### src/rtl/unidade_controle_if.sv
// unidade_controle_if
//   Control-signal bundle between the multicycle control unit and the CPU
//   datapath.
//   master (control unit): takes OpCode, Func, EQ; drives every strobe, select
//                          and the State debug code.
//   slave  (datapath):     drives OpCode, Func, EQ; takes the control signals.
interface unidade_controle_if;
  logic [5:0] OpCode;
  logic [5:0] Func;
  logic       EQ;

  logic       PCLoad;
  logic [2:0] SrcAddressMem;
  logic       MemOp;
  logic       IRWrite;
  logic       RegWrite;
  logic       WriteA;
  logic       WriteB;
  logic [1:0] ALUSrcA;
  logic [2:0] ALUSrcB;
  logic [2:0] ALUOp;
  logic       WriteALUOut;
  logic [1:0] PCSource;
  logic [2:0] MemToReg;
  logic [2:0] RegDst;
  logic       OpInvalid;
  logic [5:0] State;

  modport master (
    input  OpCode, Func, EQ,
    output PCLoad, SrcAddressMem, MemOp, IRWrite, RegWrite, WriteA, WriteB,
           ALUSrcA, ALUSrcB, ALUOp, WriteALUOut, PCSource, MemToReg, RegDst,
           OpInvalid, State
  );

  modport slave (
    output OpCode, Func, EQ,
    input  PCLoad, SrcAddressMem, MemOp, IRWrite, RegWrite, WriteA, WriteB,
           ALUSrcA, ALUSrcB, ALUOp, WriteALUOut, PCSource, MemToReg, RegDst,
           OpInvalid, State
  );
endinterface

### src/rtl/unidade_controle.sv
// unidade_controle
//   Multicycle control FSM for the CPU datapath. Handles add, sub, and, slt,
//   addi, lw, sw, beq, bne and j, with wait states for the one-cycle-latency
//   memory.
// Ports:
//   clk   - single clock, rising edge
//   reset - asynchronous, active-low; forces RESET (all outputs 0) at once
//   ctl   - control bundle (master side): OpCode/Func/EQ in, controls out
//
// state   | code | meaning
// RESET   |  0   | held in / leaving reset, all outputs 0
// F0      |  1   | present PC to memory (read)
// F1      |  2   | PC <= PC + 4
// F2      |  3   | read data valid, load IR
// DECODE  |  4   | load A/B, precompute branch target into ALUOut
// EXEC_R  |  5   | R-type add/sub/and into ALUOut
// WB_R    |  6   | write ALUOut to rd
// WB_SLT  |  7   | compare A,B and write LT32 to rd
// EXEC_I  |  8   | addi: A + sext(imm) into ALUOut
// WB_I    |  9   | write ALUOut to rt
// ADDR    | 10   | lw/sw effective address into ALUOut
// RD0     | 11   | present ALUOut address (read)
// RD1     | 12   | memory wait
// WB_LW   | 13   | write MemOut to rt
// WR      | 14   | memory write at ALUOut
// BRANCH  | 15   | compare, load PC from ALUOut if taken
// JUMP    | 16   | load PC with jump target
// INVALID | 17   | one-cycle OpInvalid pulse
module unidade_controle (
  input  logic               clk,
  input  logic               reset,
  unidade_controle_if.master ctl
);

  typedef enum logic [5:0] {
    S_RESET   = 6'd0,
    S_F0      = 6'd1,
    S_F1      = 6'd2,
    S_F2      = 6'd3,
    S_DECODE  = 6'd4,
    S_EXEC_R  = 6'd5,
    S_WB_R    = 6'd6,
    S_WB_SLT  = 6'd7,
    S_EXEC_I  = 6'd8,
    S_WB_I    = 6'd9,
    S_ADDR    = 6'd10,
    S_RD0     = 6'd11,
    S_RD1     = 6'd12,
    S_WB_LW   = 6'd13,
    S_WR      = 6'd14,
    S_BRANCH  = 6'd15,
    S_JUMP    = 6'd16,
    S_INVALID = 6'd17
  } state_e;

  localparam logic [5:0] OP_RTYPE = 6'h00;
  localparam logic [5:0] OP_J     = 6'h02;
  localparam logic [5:0] OP_BEQ   = 6'h04;
  localparam logic [5:0] OP_BNE   = 6'h05;
  localparam logic [5:0] OP_ADDI  = 6'h08;
  localparam logic [5:0] OP_LW    = 6'h23;
  localparam logic [5:0] OP_SW    = 6'h2B;

  localparam logic [5:0] FN_ADD = 6'h20;
  localparam logic [5:0] FN_SUB = 6'h22;
  localparam logic [5:0] FN_AND = 6'h24;
  localparam logic [5:0] FN_SLT = 6'h2A;

  localparam logic [2:0] ALU_ADD = 3'b001;
  localparam logic [2:0] ALU_SUB = 3'b010;
  localparam logic [2:0] ALU_AND = 3'b011;
  localparam logic [2:0] ALU_CMP = 3'b111;

  state_e state_q, state_d;

  always_ff @(posedge clk or negedge reset) begin
    if (!reset) state_q <= S_RESET;
    else        state_q <= state_d;
  end

  always_comb begin
    state_d = S_F0;
    case (state_q)
      S_RESET:  state_d = S_F0;
      S_F0:     state_d = S_F1;
      S_F1:     state_d = S_F2;
      S_F2:     state_d = S_DECODE;
      S_DECODE: begin
        case (ctl.OpCode)
          OP_RTYPE: begin
            case (ctl.Func)
              FN_ADD, FN_SUB, FN_AND: state_d = S_EXEC_R;
              FN_SLT:                 state_d = S_WB_SLT;
              default:                state_d = S_INVALID;
            endcase
          end
          OP_ADDI:        state_d = S_EXEC_I;
          OP_LW, OP_SW:   state_d = S_ADDR;
          OP_BEQ, OP_BNE: state_d = S_BRANCH;
          OP_J:           state_d = S_JUMP;
          default:        state_d = S_INVALID;
        endcase
      end
      S_EXEC_R: state_d = S_WB_R;
      S_EXEC_I: state_d = S_WB_I;
      S_ADDR:   state_d = (ctl.OpCode == OP_LW) ? S_RD0 : S_WR;
      S_RD0:    state_d = S_RD1;
      S_RD1:    state_d = S_WB_LW;
      // All terminal states, plus any unreachable code, restart the fetch.
      default:  state_d = S_F0;
    endcase
  end

  logic       pc_load;
  logic [2:0] src_address_mem;
  logic       mem_op;
  logic       ir_write;
  logic       reg_write;
  logic       write_a;
  logic       write_b;
  logic [1:0] alu_src_a;
  logic [2:0] alu_src_b;
  logic [2:0] alu_op;
  logic       write_alu_out;
  logic [1:0] pc_source;
  logic [2:0] mem_to_reg;
  logic [2:0] reg_dst;
  logic       op_invalid;

  always_comb begin
    pc_load         = 1'b0;
    src_address_mem = 3'd0;
    mem_op          = 1'b0;
    ir_write        = 1'b0;
    reg_write       = 1'b0;
    write_a         = 1'b0;
    write_b         = 1'b0;
    alu_src_a       = 2'd0;
    alu_src_b       = 3'd0;
    alu_op          = 3'd0;
    write_alu_out   = 1'b0;
    pc_source       = 2'd0;
    mem_to_reg      = 3'd0;
    reg_dst         = 3'd0;
    op_invalid      = 1'b0;
    case (state_q)
      S_F1: begin
        alu_src_b = 3'd1;
        alu_op    = ALU_ADD;
        pc_load   = 1'b1;
      end
      S_F2: ir_write = 1'b1;
      S_DECODE: begin
        write_a       = 1'b1;
        write_b       = 1'b1;
        alu_src_b     = 3'd3;
        alu_op        = ALU_ADD;
        write_alu_out = 1'b1;
      end
      S_EXEC_R: begin
        alu_src_a     = 2'd1;
        write_alu_out = 1'b1;
        case (ctl.Func)
          FN_ADD:  alu_op = ALU_ADD;
          FN_SUB:  alu_op = ALU_SUB;
          FN_AND:  alu_op = ALU_AND;
          default: alu_op = 3'd0;
        endcase
      end
      S_WB_R: begin
        reg_dst   = 3'd1;
        reg_write = 1'b1;
      end
      S_WB_SLT: begin
        alu_src_a  = 2'd1;
        alu_op     = ALU_CMP;
        reg_dst    = 3'd1;
        mem_to_reg = 3'd6;
        reg_write  = 1'b1;
      end
      S_EXEC_I, S_ADDR: begin
        alu_src_a     = 2'd1;
        alu_src_b     = 3'd2;
        alu_op        = ALU_ADD;
        write_alu_out = 1'b1;
      end
      S_WB_I: reg_write = 1'b1;
      S_RD0, S_RD1: src_address_mem = 3'd1;
      S_WB_LW: begin
        src_address_mem = 3'd1;
        mem_to_reg      = 3'd1;
        reg_write       = 1'b1;
      end
      S_WR: begin
        src_address_mem = 3'd1;
        mem_op          = 1'b1;
      end
      S_BRANCH: begin
        alu_src_a = 2'd1;
        alu_op    = ALU_CMP;
        pc_source = 2'd1;
        // beq takes on equal, bne on not-equal.
        pc_load   = ((ctl.OpCode == OP_BEQ) &&  ctl.EQ) ||
                    ((ctl.OpCode == OP_BNE) && !ctl.EQ);
      end
      S_JUMP: begin
        pc_source = 2'd2;
        pc_load   = 1'b1;
      end
      S_INVALID: op_invalid = 1'b1;
      default: ;
    endcase
  end

  assign ctl.PCLoad        = pc_load;
  assign ctl.SrcAddressMem = src_address_mem;
  assign ctl.MemOp         = mem_op;
  assign ctl.IRWrite       = ir_write;
  assign ctl.RegWrite      = reg_write;
  assign ctl.WriteA        = write_a;
  assign ctl.WriteB        = write_b;
  assign ctl.ALUSrcA       = alu_src_a;
  assign ctl.ALUSrcB       = alu_src_b;
  assign ctl.ALUOp         = alu_op;
  assign ctl.WriteALUOut   = write_alu_out;
  assign ctl.PCSource      = pc_source;
  assign ctl.MemToReg      = mem_to_reg;
  assign ctl.RegDst        = reg_dst;
  assign ctl.OpInvalid     = op_invalid;
  assign ctl.State         = state_q;

endmodule
### src/flat_wrapper.sv
// flat-port wrapper written by rule: the top's interface ports become plain ports
module unidade_controle_flat 
  (clk, reset, ctl_OpCode, ctl_Func, ctl_EQ, ctl_PCLoad, ctl_SrcAddressMem, ctl_MemOp, ctl_IRWrite, ctl_RegWrite, ctl_WriteA, ctl_WriteB, ctl_ALUSrcA, ctl_ALUSrcB, ctl_ALUOp, ctl_WriteALUOut, ctl_PCSource, ctl_MemToReg, ctl_RegDst, ctl_OpInvalid, ctl_State);
  unidade_controle_if ctl_i ();
  input  logic clk;
  input  logic reset;
  input wire logic [$bits(ctl_i.OpCode)-1:0] ctl_OpCode;
  input wire logic [$bits(ctl_i.Func)-1:0] ctl_Func;
  input wire logic [$bits(ctl_i.EQ)-1:0] ctl_EQ;
  output wire logic [$bits(ctl_i.PCLoad)-1:0] ctl_PCLoad;
  output wire logic [$bits(ctl_i.SrcAddressMem)-1:0] ctl_SrcAddressMem;
  output wire logic [$bits(ctl_i.MemOp)-1:0] ctl_MemOp;
  output wire logic [$bits(ctl_i.IRWrite)-1:0] ctl_IRWrite;
  output wire logic [$bits(ctl_i.RegWrite)-1:0] ctl_RegWrite;
  output wire logic [$bits(ctl_i.WriteA)-1:0] ctl_WriteA;
  output wire logic [$bits(ctl_i.WriteB)-1:0] ctl_WriteB;
  output wire logic [$bits(ctl_i.ALUSrcA)-1:0] ctl_ALUSrcA;
  output wire logic [$bits(ctl_i.ALUSrcB)-1:0] ctl_ALUSrcB;
  output wire logic [$bits(ctl_i.ALUOp)-1:0] ctl_ALUOp;
  output wire logic [$bits(ctl_i.WriteALUOut)-1:0] ctl_WriteALUOut;
  output wire logic [$bits(ctl_i.PCSource)-1:0] ctl_PCSource;
  output wire logic [$bits(ctl_i.MemToReg)-1:0] ctl_MemToReg;
  output wire logic [$bits(ctl_i.RegDst)-1:0] ctl_RegDst;
  output wire logic [$bits(ctl_i.OpInvalid)-1:0] ctl_OpInvalid;
  output wire logic [$bits(ctl_i.State)-1:0] ctl_State;
  assign ctl_i.OpCode = ctl_OpCode;
  assign ctl_i.Func = ctl_Func;
  assign ctl_i.EQ = ctl_EQ;
  assign ctl_PCLoad = ctl_i.PCLoad;
  assign ctl_SrcAddressMem = ctl_i.SrcAddressMem;
  assign ctl_MemOp = ctl_i.MemOp;
  assign ctl_IRWrite = ctl_i.IRWrite;
  assign ctl_RegWrite = ctl_i.RegWrite;
  assign ctl_WriteA = ctl_i.WriteA;
  assign ctl_WriteB = ctl_i.WriteB;
  assign ctl_ALUSrcA = ctl_i.ALUSrcA;
  assign ctl_ALUSrcB = ctl_i.ALUSrcB;
  assign ctl_ALUOp = ctl_i.ALUOp;
  assign ctl_WriteALUOut = ctl_i.WriteALUOut;
  assign ctl_PCSource = ctl_i.PCSource;
  assign ctl_MemToReg = ctl_i.MemToReg;
  assign ctl_RegDst = ctl_i.RegDst;
  assign ctl_OpInvalid = ctl_i.OpInvalid;
  assign ctl_State = ctl_i.State;
  unidade_controle u_core (.clk(clk), .reset(reset), .ctl(ctl_i));
endmodule
### config.mk
export PLATFORM = sky130hd
export DESIGN_NAME = unidade_controle_flat
export DESIGN_NICKNAME = d
export VERILOG_FILES = /design/src/rtl/unidade_controle_if.sv /design/src/rtl/unidade_controle.sv /design/src/flat_wrapper.sv
export SDC_FILE = /design/constraint.sdc
export NUM_CORES = 1
export LEC_CHECK = 0
export ABC_CLOCK_PERIOD_IN_PS = 1900
export CORE_MARGIN = 5
export CORE_UTILIZATION = 36
export CTS_CLUSTER_SIZE = 12
export DETAILED_ROUTE_END_ITERATION = 7
export PLACE_DENSITY = 0.79
export SLEW_MARGIN = 25
export SYNTH_ARGS = -nofsm -noshare
export SYNTH_HDL_FRONTEND = slang
export SYNTH_SLANG_ARGS = --single-unit
### constraint.sdc
create_clock -name clk -period 1.9 [get_ports clk]
set_input_delay 0.38 -clock clk [delete_from_list [all_inputs] [get_ports clk]]
set_output_delay 0.38 -clock clk [all_outputs]
set_load 0.02 [all_outputs]
==> reports/metrics.yaml <==
timing:
  skew_ps: 3.60
  final.period_utilization_pct: 106
  rsz0062_at_grt: "true"
  finalSetupViolations: 2
  hold_violations: 0
  worst_slack_ps: -112
  slew_viol_final: 0
  fmax_mhz: 497
  finalCriticalPeriod_ps: 2010
  holdWs_ps: 361
clocking:
  cts_tree: "yes"
  htree_levels: 1
  hold_buffers: 0
  clock_latency_ps: 240
  cts_made_buffers: 3
  clk_pin_slew_worst_paths_ps: 50
  clk_path_buf_depth: 2
  clock_sinks: 5
  root_buffer: "clkbuf_4"
outcome:
  violations: "setup timing"
  outcome: "finished with violations"
synthesis:
  yosys_warnings: 0
  synth_area_leader_cell: "dfrtp_1"
  synth-seq-area-share_pct: 16.4
  synth.avg_cell_area_um2: 6.99
  synth_top_cell_area_share_pct: 16.4
  synthFlopType: "dfrtp_1"
  syn-instance-count: 109
  synthArstFlopShare_pct: 100
  synthesis.area_um2: 762
  synth_cell_type_count: 41
  synth_area_leaders: "dfrtp_1 (16%), buf_4 (8.9%), nor2_1 (5.4%)"
  ys_ff_latch: 5
  synth-edff-count: 0
layout:
  fillerInstances: 128
  layout-drive-gt1-share_pct: 57.4
  fin_area_um2: 1560
  n_antenna_cell: 0
  final_cells: 217
  nets: 206
  area_growth_pct: 105
  multi_input_area_um2: 682
  largest_reg_flops: 5
  regArea_um2: 130
  final_core_util_pct: 78.8
die:
  core_area_um2: 1980
  num_rows: 16
  die_area_um2: 3140
  io_pins: 48
  die_w_um: 56.0
  die_h_um: 56.0
  initial_core_util_pct: 38.4
routing:
  wl_per_cell_um: 16.4
  drc: 0
  vias: 1165
  ant_nets: 0
  vias_per_cell: 5.37
  finalWirelength_um: 3550
  drt_iter0_drc: 36
  drtPass1Iterations: 4
run:
  max_cap_viol_count: 0
global_routing:
  first_global_vias: 1126
  grt_pass1_wl_um: 5010
  overflow: 0
  antenna_found_initial: 0
  grt.total_usage_pct: 19.6
  grt_max_degree: 14
pwr:
  ir_worst_vdd_v: 0.000958
  total_power_uw: 1840
  power_density_nw_per_um2: 1180
  p_leak_uw: 0.000729
placed_design:
  place_area_um2: 1460
  hpwl_um: 2370
  place.port_buffers: 40
  place_inst: 207
  place.gp.congestion: 0.916
hold_path:
  hold_path_class: "primary input to async pin"
worst_setup_path:
  max_stage_delay_ps: 410
  critPathLaunchType: "primary input"
  critPathRequiredTime_ps: 1520
  r2r_start: "u_core.ctl.State[1]"
  path_max_fanout: 2
  cp_slowest_cell: "or3b_4"
  startpoint: "ctl_Func[4]"
  arrival_ps: 1630
  cp_common_cell: "buf_6"
  cp_cell_sequence: "buf_6 > or3b_4 > buf_6 > nor3_4 > a21oi_2 > nor3_2 > buf_4"
  crit_path_end_kind: "output pin"
  critPathKind: "primary input to output pin"
## per-layer routing
metal | up-vias | share of wire (%) | global-route usage (%)
li1 | 548 | - | -
met1 | 529 | 36 | 19.5
met2 | 75 | 53 | 38.9
met3 | 13 | 6.9 | 2.55
met4 | 0 | 3.5 | 9.15
met5 | - | 0 | 0
## synth_stat cells (all sizes together) (4+ instances only)
cell type and number:
dfrtp 5, nand2 8, a21oi 6, o21ai 4, buf 9, nand2b 5
nor3 7, clkbuf 8, nor2 11, nor4 5
## metrics by stage
| step | worst slack (ps) | TNS [ps] |
|---|---|---|
| 2_1_floorplan | -170 | -334 |
| 3_3_place_gp | -828 | -4280 |
| 3_5_place_dp | -840 | -5390 |
| 4_1_cts | -58.2 | -124 |
| 5_1_grt | -153 | -294 |
| 6_report | -112 | -146 |
## worst max-delay path, delay by kind of cell
family | cells | cell delay, ps
simple gates | 3 | 740
compound gates | 1 | 80
buf+inv | 3 | 420
## report_power, final
| part | leakage [uW] | total [uW] | internal [uW] | switching (uW) |
|---|---|---|---|---|
| clock | 0.0000150 | 125 | 79.5 | 45.3 |
| combinational | 0.000656 | 1500 | 710 | 791 |
| sequential | 0.0000582 | 212 | 150 | 62.5 |
## worst paths after layout
check	endpoint	slack, ps	depth (start not counted)
max	ctl_ALUOp[1]	-110	7
min	u_core.ctl.State[0]	360	1
max reg2reg	u_core.ctl.State[2]	370	5
min reg2reg	u_core.ctl.State[1]	700	2
max in group asynchronous	u_core.ctl.State[4]	1320	1
min in group clk	u_core.ctl.State[0]	660	5
## area by class of cell
cell class | count | area share [%]
repair buffers | 88 | 43.7
clock buffers | 4 | 1.68
multi-input cells | 91 | 43.7
inverters | 2 | 0.481
well taps | 27 | 2.16
flip-flops and latches | 5 | 8.33
## cell usage in the layout (no fill, tap or decap), types with 3 or more instances in the layout
cell,instances
buf_4,49
conb_1,7
buf_2,13
nor2_1,6
nand2b_1,3
nand3_1,3
nor3_1,5
dfrtp_2,4
clkdlybuf4s50_1,9
buf_6,6
xor2_1,3
clkbuf_4,3
a21oi_1,4
nor2_2,5
nand2_1,8
clkbuf_2,5
## logic make-up (layout without fill, tap and decap cells)
logic type	Yosys count	count (layout)	share of synthesized area (%)
compound gates	23	23	22.0
simple gates	54	54	38.8
xor+xnor	5	5	5.75
buf+inv	19	94	13.8
flops	5	5	16.4
other cells	1	7	0.492
mux	2	2	2.79
## repair_timing
item                                    CTS  global route
setup buffers                             1             6
endpoints found under the setup margin   24            26
pin swaps                                11            11
resized for setup                       107            40
(Power assumes the default switching activity.)
